--- src/rtl/load_store_unit_if.sv ---
// Bus bundle for the load/store unit: core request/response handshake plus
// the word-wide memory port with four little-endian byte lanes.
interface load_store_unit_if #(
  parameter int XLEN = 32
);

  // Core request channel
  logic            req_valid;
  logic            req_ready;
  logic            req_store;
  logic [1:0]      req_size;
  logic            req_signed;
  logic [XLEN-1:0] req_addr;
  logic [XLEN-1:0] req_wdata;

  // Core response channel
  logic            resp_valid;
  logic            resp_err;
  logic [XLEN-1:0] resp_rdata;

  // Memory port; lane k is the byte at word base + k
  logic [XLEN-1:0] mem_addr;
  logic [3:0][7:0] mem_data_out;
  logic [3:0][7:0] mem_data_in;
  logic            mem_write_en;

  // The load/store unit itself
  modport slave (
    input  req_valid, req_store, req_size, req_signed, req_addr, req_wdata,
    input  mem_data_out,
    output req_ready, resp_valid, resp_err, resp_rdata,
    output mem_addr, mem_data_in, mem_write_en
  );

  // The environment: core plus memory
  modport master (
    output req_valid, req_store, req_size, req_signed, req_addr, req_wdata,
    output mem_data_out,
    input  req_ready, resp_valid, resp_err, resp_rdata,
    input  mem_addr, mem_data_in, mem_write_en
  );

endinterface

--- src/rtl/load_store_unit.sv ---
// Single-outstanding load/store unit. Loads wait a fixed memory latency and
// extract/extend the addressed bytes; word stores write directly; byte and
// half stores read the word first, merge the new bytes and write it back.
// Misaligned requests complete immediately with an error and no memory access.
module load_store_unit #(
  parameter int XLEN        = 32,
  parameter int MEM_LATENCY = 4
) (
  input logic              clk,
  input logic              rst_b,
  load_store_unit_if.slave bus
);

  localparam int CW = (MEM_LATENCY > 1) ? $clog2(MEM_LATENCY) : 1;

  typedef enum logic [1:0] {
    IDLE    = 2'd0,
    RD_WAIT = 2'd1,
    WR      = 2'd2,
    RESP    = 2'd3
  } state_t;

  state_t          state;
  state_t          state_nxt;
  logic [CW-1:0]   cnt;

  // Latched request fields
  logic            op_store;
  logic            op_signed;
  logic [1:0]      op_size;
  logic [1:0]      op_off;
  logic [15:0]     op_wdata;

  // Registered outputs
  logic [XLEN-1:0] mem_addr_q;
  logic [3:0][7:0] wr_lanes_q;
  logic [XLEN-1:0] resp_rdata_q;
  logic            resp_err_q;

  logic            misaligned;
  logic            rd_last;

  // Size 11 behaves as a word, so bit 1 alone identifies a word access.
  assign misaligned = ((bus.req_size == 2'b01) && bus.req_addr[0]) ||
                      (bus.req_size[1] && (bus.req_addr[1:0] != 2'b00));

  assign rd_last = (state == RD_WAIT) && (cnt == '0);

  // Extract the addressed byte/half from the read word and extend it.
  function automatic logic [XLEN-1:0] load_value(
    input logic [3:0][7:0] lanes,
    input logic [1:0]      size,
    input logic [1:0]      off,
    input logic            sgn
  );
    logic [7:0]  b;
    logic [15:0] h;
    logic [1:0]  off_hi;
    off_hi = off + 2'd1;
    b      = lanes[off];
    h      = {lanes[off_hi], lanes[off]};
    case (size)
      2'b00:   load_value = {{(XLEN-8){sgn & b[7]}}, b};
      2'b01:   load_value = {{(XLEN-16){sgn & h[15]}}, h};
      default: load_value = XLEN'(lanes);
    endcase
  endfunction

  // Replace the addressed lanes of the read word with the store bytes.
  function automatic logic [3:0][7:0] merge_lanes(
    input logic [3:0][7:0] lanes,
    input logic [1:0]      size,
    input logic [1:0]      off,
    input logic [15:0]     wdata
  );
    logic [1:0] off_hi;
    off_hi      = off + 2'd1;
    merge_lanes = lanes;
    merge_lanes[off] = wdata[7:0];
    if (size == 2'b01) merge_lanes[off_hi] = wdata[15:8];
  endfunction

  // State register.
  // NOTE: every clocked process uses non-blocking (<=) assignments so all
  // registers update together from values sampled before the edge.
  always_ff @(posedge clk) begin
    if (rst_b) state <= IDLE;
    else       state <= state_nxt;
  end

  // Next-state decode for the access sequence.
  // NOTE: state_nxt is defaulted first so no path through the case can leave
  // it unassigned, which would otherwise infer a latch.
  always_comb begin
    state_nxt = state;
    case (state)
      IDLE: begin
        if (bus.req_valid) begin
          if (misaligned)                       state_nxt = RESP;
          else if (!bus.req_store)              state_nxt = RD_WAIT;
          else if (bus.req_size[1])             state_nxt = WR;
          else                                  state_nxt = RD_WAIT;
        end
      end
      RD_WAIT: begin
        if (cnt == '0) state_nxt = op_store ? WR : RESP;
      end
      WR:      state_nxt = RESP;
      RESP:    state_nxt = IDLE;
      default: state_nxt = IDLE;
    endcase
  end

  // Request capture, latency counter, read sampling, merge and result registers.
  always_ff @(posedge clk) begin
    if (rst_b) begin
      cnt          <= '0;
      op_store     <= 1'b0;
      op_signed    <= 1'b0;
      op_size      <= 2'b00;
      op_off       <= 2'b00;
      op_wdata     <= '0;
      mem_addr_q   <= '0;
      wr_lanes_q   <= '0;
      resp_rdata_q <= '0;
      resp_err_q   <= 1'b0;
    end else begin
      case (state)
        IDLE: begin
          if (bus.req_valid) begin
            op_store  <= bus.req_store;
            op_signed <= bus.req_signed;
            op_size   <= bus.req_size;
            op_off    <= bus.req_addr[1:0];
            op_wdata  <= bus.req_wdata[15:0];
            cnt       <= CW'(MEM_LATENCY - 1);
            if (misaligned) begin
              // Error completes next cycle; the memory port is left untouched.
              resp_err_q   <= 1'b1;
              resp_rdata_q <= '0;
            end else begin
              mem_addr_q <= {bus.req_addr[XLEN-1:2], 2'b00};
              if (bus.req_store && bus.req_size[1])
                wr_lanes_q <= bus.req_wdata[31:0];
            end
          end
        end
        RD_WAIT: begin
          if (!rd_last) begin
            cnt <= cnt - CW'(1);
          end else if (op_store) begin
            wr_lanes_q <= merge_lanes(bus.mem_data_out, op_size, op_off, op_wdata);
          end else begin
            resp_rdata_q <= load_value(bus.mem_data_out, op_size, op_off, op_signed);
            resp_err_q   <= 1'b0;
          end
        end
        WR: begin
          // Stores report zero data and no error.
          resp_rdata_q <= '0;
          resp_err_q   <= 1'b0;
        end
        default: ;
      endcase
    end
  end

  assign bus.req_ready    = (state == IDLE);
  assign bus.resp_valid   = (state == RESP);
  assign bus.mem_write_en = (state == WR);
  assign bus.mem_addr     = mem_addr_q;
  assign bus.mem_data_in  = wr_lanes_q;
  assign bus.resp_rdata   = resp_rdata_q;
  assign bus.resp_err     = resp_err_q;

endmodule

--- src/flat_wrapper.sv ---
// flat-port wrapper written by rule: the top's interface ports become plain ports
module load_store_unit_flat 
#(
  parameter int XLEN        = 32,
  parameter int MEM_LATENCY = 4
)
  (clk, rst_b, bus_req_valid, bus_req_store, bus_req_size, bus_req_signed, bus_req_addr, bus_req_wdata, bus_mem_data_out, bus_req_ready, bus_resp_valid, bus_resp_err, bus_resp_rdata, bus_mem_addr, bus_mem_data_in, bus_mem_write_en);
  load_store_unit_if #(.XLEN(XLEN)) bus_i ();
  input logic clk;
  input logic rst_b;
  input wire logic [$bits(bus_i.req_valid)-1:0] bus_req_valid;
  input wire logic [$bits(bus_i.req_store)-1:0] bus_req_store;
  input wire logic [$bits(bus_i.req_size)-1:0] bus_req_size;
  input wire logic [$bits(bus_i.req_signed)-1:0] bus_req_signed;
  input wire logic [$bits(bus_i.req_addr)-1:0] bus_req_addr;
  input wire logic [$bits(bus_i.req_wdata)-1:0] bus_req_wdata;
  input wire logic [$bits(bus_i.mem_data_out)-1:0] bus_mem_data_out;
  output wire logic [$bits(bus_i.req_ready)-1:0] bus_req_ready;
  output wire logic [$bits(bus_i.resp_valid)-1:0] bus_resp_valid;
  output wire logic [$bits(bus_i.resp_err)-1:0] bus_resp_err;
  output wire logic [$bits(bus_i.resp_rdata)-1:0] bus_resp_rdata;
  output wire logic [$bits(bus_i.mem_addr)-1:0] bus_mem_addr;
  output wire logic [$bits(bus_i.mem_data_in)-1:0] bus_mem_data_in;
  output wire logic [$bits(bus_i.mem_write_en)-1:0] bus_mem_write_en;
  assign bus_i.req_valid = bus_req_valid;
  assign bus_i.req_store = bus_req_store;
  assign bus_i.req_size = bus_req_size;
  assign bus_i.req_signed = bus_req_signed;
  assign bus_i.req_addr = bus_req_addr;
  assign bus_i.req_wdata = bus_req_wdata;
  assign bus_i.mem_data_out = bus_mem_data_out;
  assign bus_req_ready = bus_i.req_ready;
  assign bus_resp_valid = bus_i.resp_valid;
  assign bus_resp_err = bus_i.resp_err;
  assign bus_resp_rdata = bus_i.resp_rdata;
  assign bus_mem_addr = bus_i.mem_addr;
  assign bus_mem_data_in = bus_i.mem_data_in;
  assign bus_mem_write_en = bus_i.mem_write_en;
  load_store_unit #(.XLEN(XLEN), .MEM_LATENCY(MEM_LATENCY)) u_core (.clk(clk), .rst_b(rst_b), .bus(bus_i));
endmodule
--- config.mk ---
export PLATFORM = sky130hd
export DESIGN_NAME = load_store_unit_flat
export DESIGN_NICKNAME = d
export VERILOG_FILES = /design/src/rtl/load_store_unit_if.sv /design/src/rtl/load_store_unit.sv /design/src/flat_wrapper.sv
export SDC_FILE = /design/constraint.sdc
export NUM_CORES = 1
export LEC_CHECK = 0
export CAP_MARGIN = 20
export CORE_ASPECT_RATIO = 1.75
export CORE_MARGIN = 4
export CORE_UTILIZATION = 50
export DETAILED_ROUTE_END_ITERATION = 10
export PLACE_DENSITY = 0.85
export SYNTH_ARGS = -nofsm -noshare
export SYNTH_HDL_FRONTEND = slang
export SYNTH_SLANG_ARGS = --single-unit
export TNS_END_PERCENT = 30
--- constraint.sdc ---
create_clock -name clk -period 4.1 [get_ports clk]
set_input_delay 0.82 -clock clk [delete_from_list [all_inputs] [get_ports clk]]
set_output_delay 0.82 -clock clk [all_outputs]
set_load 0.02 [all_outputs]
==> run summary <==
Status: finished, final reports clean
Chip Width: 91.30 um
Psw: 2.230 mW
MaxCap Viol Count: 0
Post-Route WL: 20,380 um
Synthesized flop and latch total: 121
Worst Setup SP: u_core.op_off[1]
CP Data Required Time: 4400 ps
Via count: 6,318
ANT cells: 0
Layout cell share with drive strength beyond 1: 5.640%
Yosys warnings: 0
Hold-fix buffers, CTS: 0
First-pass GRT wire length: 32,260 um
CP Capture Type: flop
# DRC: 0
Mapped Cells: 742
DP Cell Count: 1,027
Iteration-0 DRC Markers: 458
Io pins: 203
Vias in the first global route: 6,221
Clock sinks: 121
Final net count: 1,023
Area growth syn-to-layout: 42.68%
Int Power: 3.573 mW
Reg power frac: 29.0%
Cell Pwr Density: 670.0 nW/um^2
GRT Overall Usage: 29.00%
Worst min path class: reg2reg
Post_cts resized: 0
Gpl congestion: 1.025
CP Cell Sequence: buf_4 -> inv_1 -> ha_1 -> mux2i_1 -> o22ai_1 -> o211a_1 -> a221o_1
Final number of setup-violating endpoints: 0
Main flop type after synthesis: dfxtp_1
CTS tree: yes
Iteration count of the initial detailed-routing pass: 5
Combinational power share: 44.3%
Buffers on Ports: 200
Post-CTS Setup Inserts: 0
Antenna viol nets, final: 0
Starting density of the core: 50.86%
CP max stage delay: 620 ps
DR WL/cell: 19.24 um
Reg2Reg Depth: 7
Fin cells: 1,059
DP HPWL: 14,790 um
Worst Tran Pin Value: 985.0 ps
Grt ovf: 0
H-tree Lvls: 4
Worst-path clk slew: 60 ps
Hold Path Stages: 2
Relative slew slack: 34.33%
Post-synth EDFFs: 0
Largest net degree at the start of global routing: 94
CTS Buf Count: 17
Sequential fraction of the synthesis area: 39.90%
Min-delay src: u_core.bus.mem_addr[6]
Initial antenna violation count: 0
Core area: 11,940 sq um
Slew Limit Fails: 0
# rows: 53
Period utilisation layout: 67.54%
Slowest-stage cell, CP: dfxtp_1
Fin. Hold Viols: 0
Asr flop ratio synth: 0%
CP Max Fanout: 16
Ranking of synthesized cells by area: dfxtp_1 (40%), nand2_1 (10%), o211ai_1 (5.7%), mux2i_1 (5.4%), nand2b_1 (4.9%)
Clock buffer depth: 2
Vias per inst: 5.966
Sum Neg Setup Slack: 0 ps
Startpoint types: flop
Post-synthesis cell area: 6071 sq um
Leakage: 3.266 nW
Mapped Avg Cell Area: 8.182 sq um
CTS Root Buffer Type: clkbuf_16
Clock share of power: 26.7%
Total Die Area: 14,040 sq um
Hold Slack: 453.4 ps
Cell variety after synth: 41
Cell taking the most area after synthesis: dfxtp_1
Worst Skew: 10.76 ps
Switching Share: 38.43%
RSZ-0062 raised after global routing: no
Max Clock Freq: 361.1 MHz
Clk_lat worst skew: 420 ps
Area share of the largest cell type after synthesis: 39.90%
Crit path kind: reg2reg
Final worst path period need: 2769 ps
Max VDD drop: 0.4235 mV
Worst EP arrival: 3070 ps
Die Ht: 153.8 um
Reg2reg start: u_core.op_off[1]
[cells in the final DEF (no fill, tap or decap), drive strengths merged, types with 5 or more instances in the layout]
cell type	n
a22o	12
inv	18
mux4	5
nor2b	7
o21ai	17
a21oi	58
ha	11
a22oi	5
mux2i	33
nand2b	48
clkbuf	22
nand2	163
dfxtp	121
buf	12
a311oi	33
nor2	46
a32oi	12
o22ai	9
clkdlybuf4s50	199
o211ai	46
[power groups by stage]
| stage | sequential, mW | combinational (mW) | clock, mW |
|---|---|---|---|
| 2_1_floorplan | 1.92 | 1.44 | 0 |
| 3_3_place_gp | 1.69 | 2.49 | 0 |
| 3_5_place_dp | 1.70 | 2.54 | 0 |
| 4_1_cts | 1.68 | 2.57 | 1.57 |
| 5_1_grt | 1.72 | 2.81 | 1.62 |
| 6_report | 1.68 | 2.57 | 1.55 |
[sequential cells by signal, summed over array words and instances (netlist names)]
signal and flops:
u_core.bus.mem_data_in 32, u_core.bus.resp_rdata 32, u_core.bus.mem_addr 30, u_core.op_wdata 16, u_core.cnt 2, u_core.op_off 2, u_core.op_size 2, u_core.state 2
u_core.bus.resp_err 1, u_core.op_signed 1, u_core.op_store 1
[cells in the mapped netlist (2+ instances only)]
| cell | number |
|---|---|
| nand2_1 | 163 |
| dfxtp_1 | 121 |
| a21oi_1 | 58 |
| nand2b_1 | 48 |
| clkbuf_1 | 46 |
| nor2_1 | 46 |
| o211ai_1 | 46 |
| a311oi_1 | 33 |
| mux2i_1 | 33 |
| inv_1 | 17 |
| o21ai_0 | 16 |
| a22o_1 | 12 |
| a32oi_1 | 12 |
| buf_2 | 12 |
| ha_1 | 11 |
| o22ai_1 | 9 |
| nor2b_1 | 7 |
| a22oi_1 | 5 |
| mux4_2 | 5 |
| a221o_1 | 4 |
| a221oi_1 | 4 |
| a31oi_1 | 4 |
| nand3_1 | 4 |
| buf_6 | 3 |
| nor3_1 | 3 |
| a211oi_1 | 2 |
| and3_1 | 2 |
| buf_4 | 2 |
| o32ai_1 | 2 |
[metal layers]
metal  up-vias  track usage (%)  wire length [um]
li1       2974                -                 -
met5         -                0                 0
met1      2921            30.82              7147
met2       337            50.25             10480
met3        86            8.321              1530
met4         0            17.41              1214
[critical path, delay by kind of cell (launching register included)]
family                   cells  cell delay, ps
flip-flops                   1             620
multiplexers                 1             250
adder cells (fa/ha/maj)      1             600
AO/OA/AOI/OAI                3             800
buffers and inverters        2             370
[stage by stage]
stage	setup WS, ps	utilization [%]	area, sq um	total power [mW]
after floorplan	1753	-	6075	3.361
after global placement	1109	67.41	8046	4.185
after detailed placement	1063	67.41	8046	4.241
after CTS	1355	72.57	8662	5.817
after global routing	1201	72.57	8662	6.143
final	1331	72.57	8662	5.803
[cell families after synthesis]
| family | count (synthesis) | synth area share, % |
|---|---|---|
| AO/OA/AOI/OAI | 212 | 24.59 |
| adder cells (fa/ha/maj) | 11 | 2.267 |
| buffers and inverters | 81 | 5.750 |
| flip-flops | 121 | 39.90 |
| multiplexers | 39 | 7.482 |
| other | 1 | 0.06177 |
| AND/OR/NAND/NOR | 277 | 19.95 |
[cell type report]
cell class	instances	area, sq um
clock buffers	22	474.2
clock inverters	10	141.4
fillers	936	3274
inverters	17	63.81
multi-input cells	541	3309
flip-flops and latches	121	2422
well taps	137	171.4
repair buffers	211	2079
[worst paths after layout]
| check | to | slack [ps] |
|---|---|---|
| worst max-delay path | u_core.bus.resp_rdata[18] | 1330 |
| worst min register to register | u_core.bus.mem_addr[6] | 450 |
| worst min-delay path | u_core.bus.mem_addr[6] | 450 |
| worst max register to register | u_core.bus.resp_rdata[18] | 1330 |
Power figures use the tool's default switching activity.
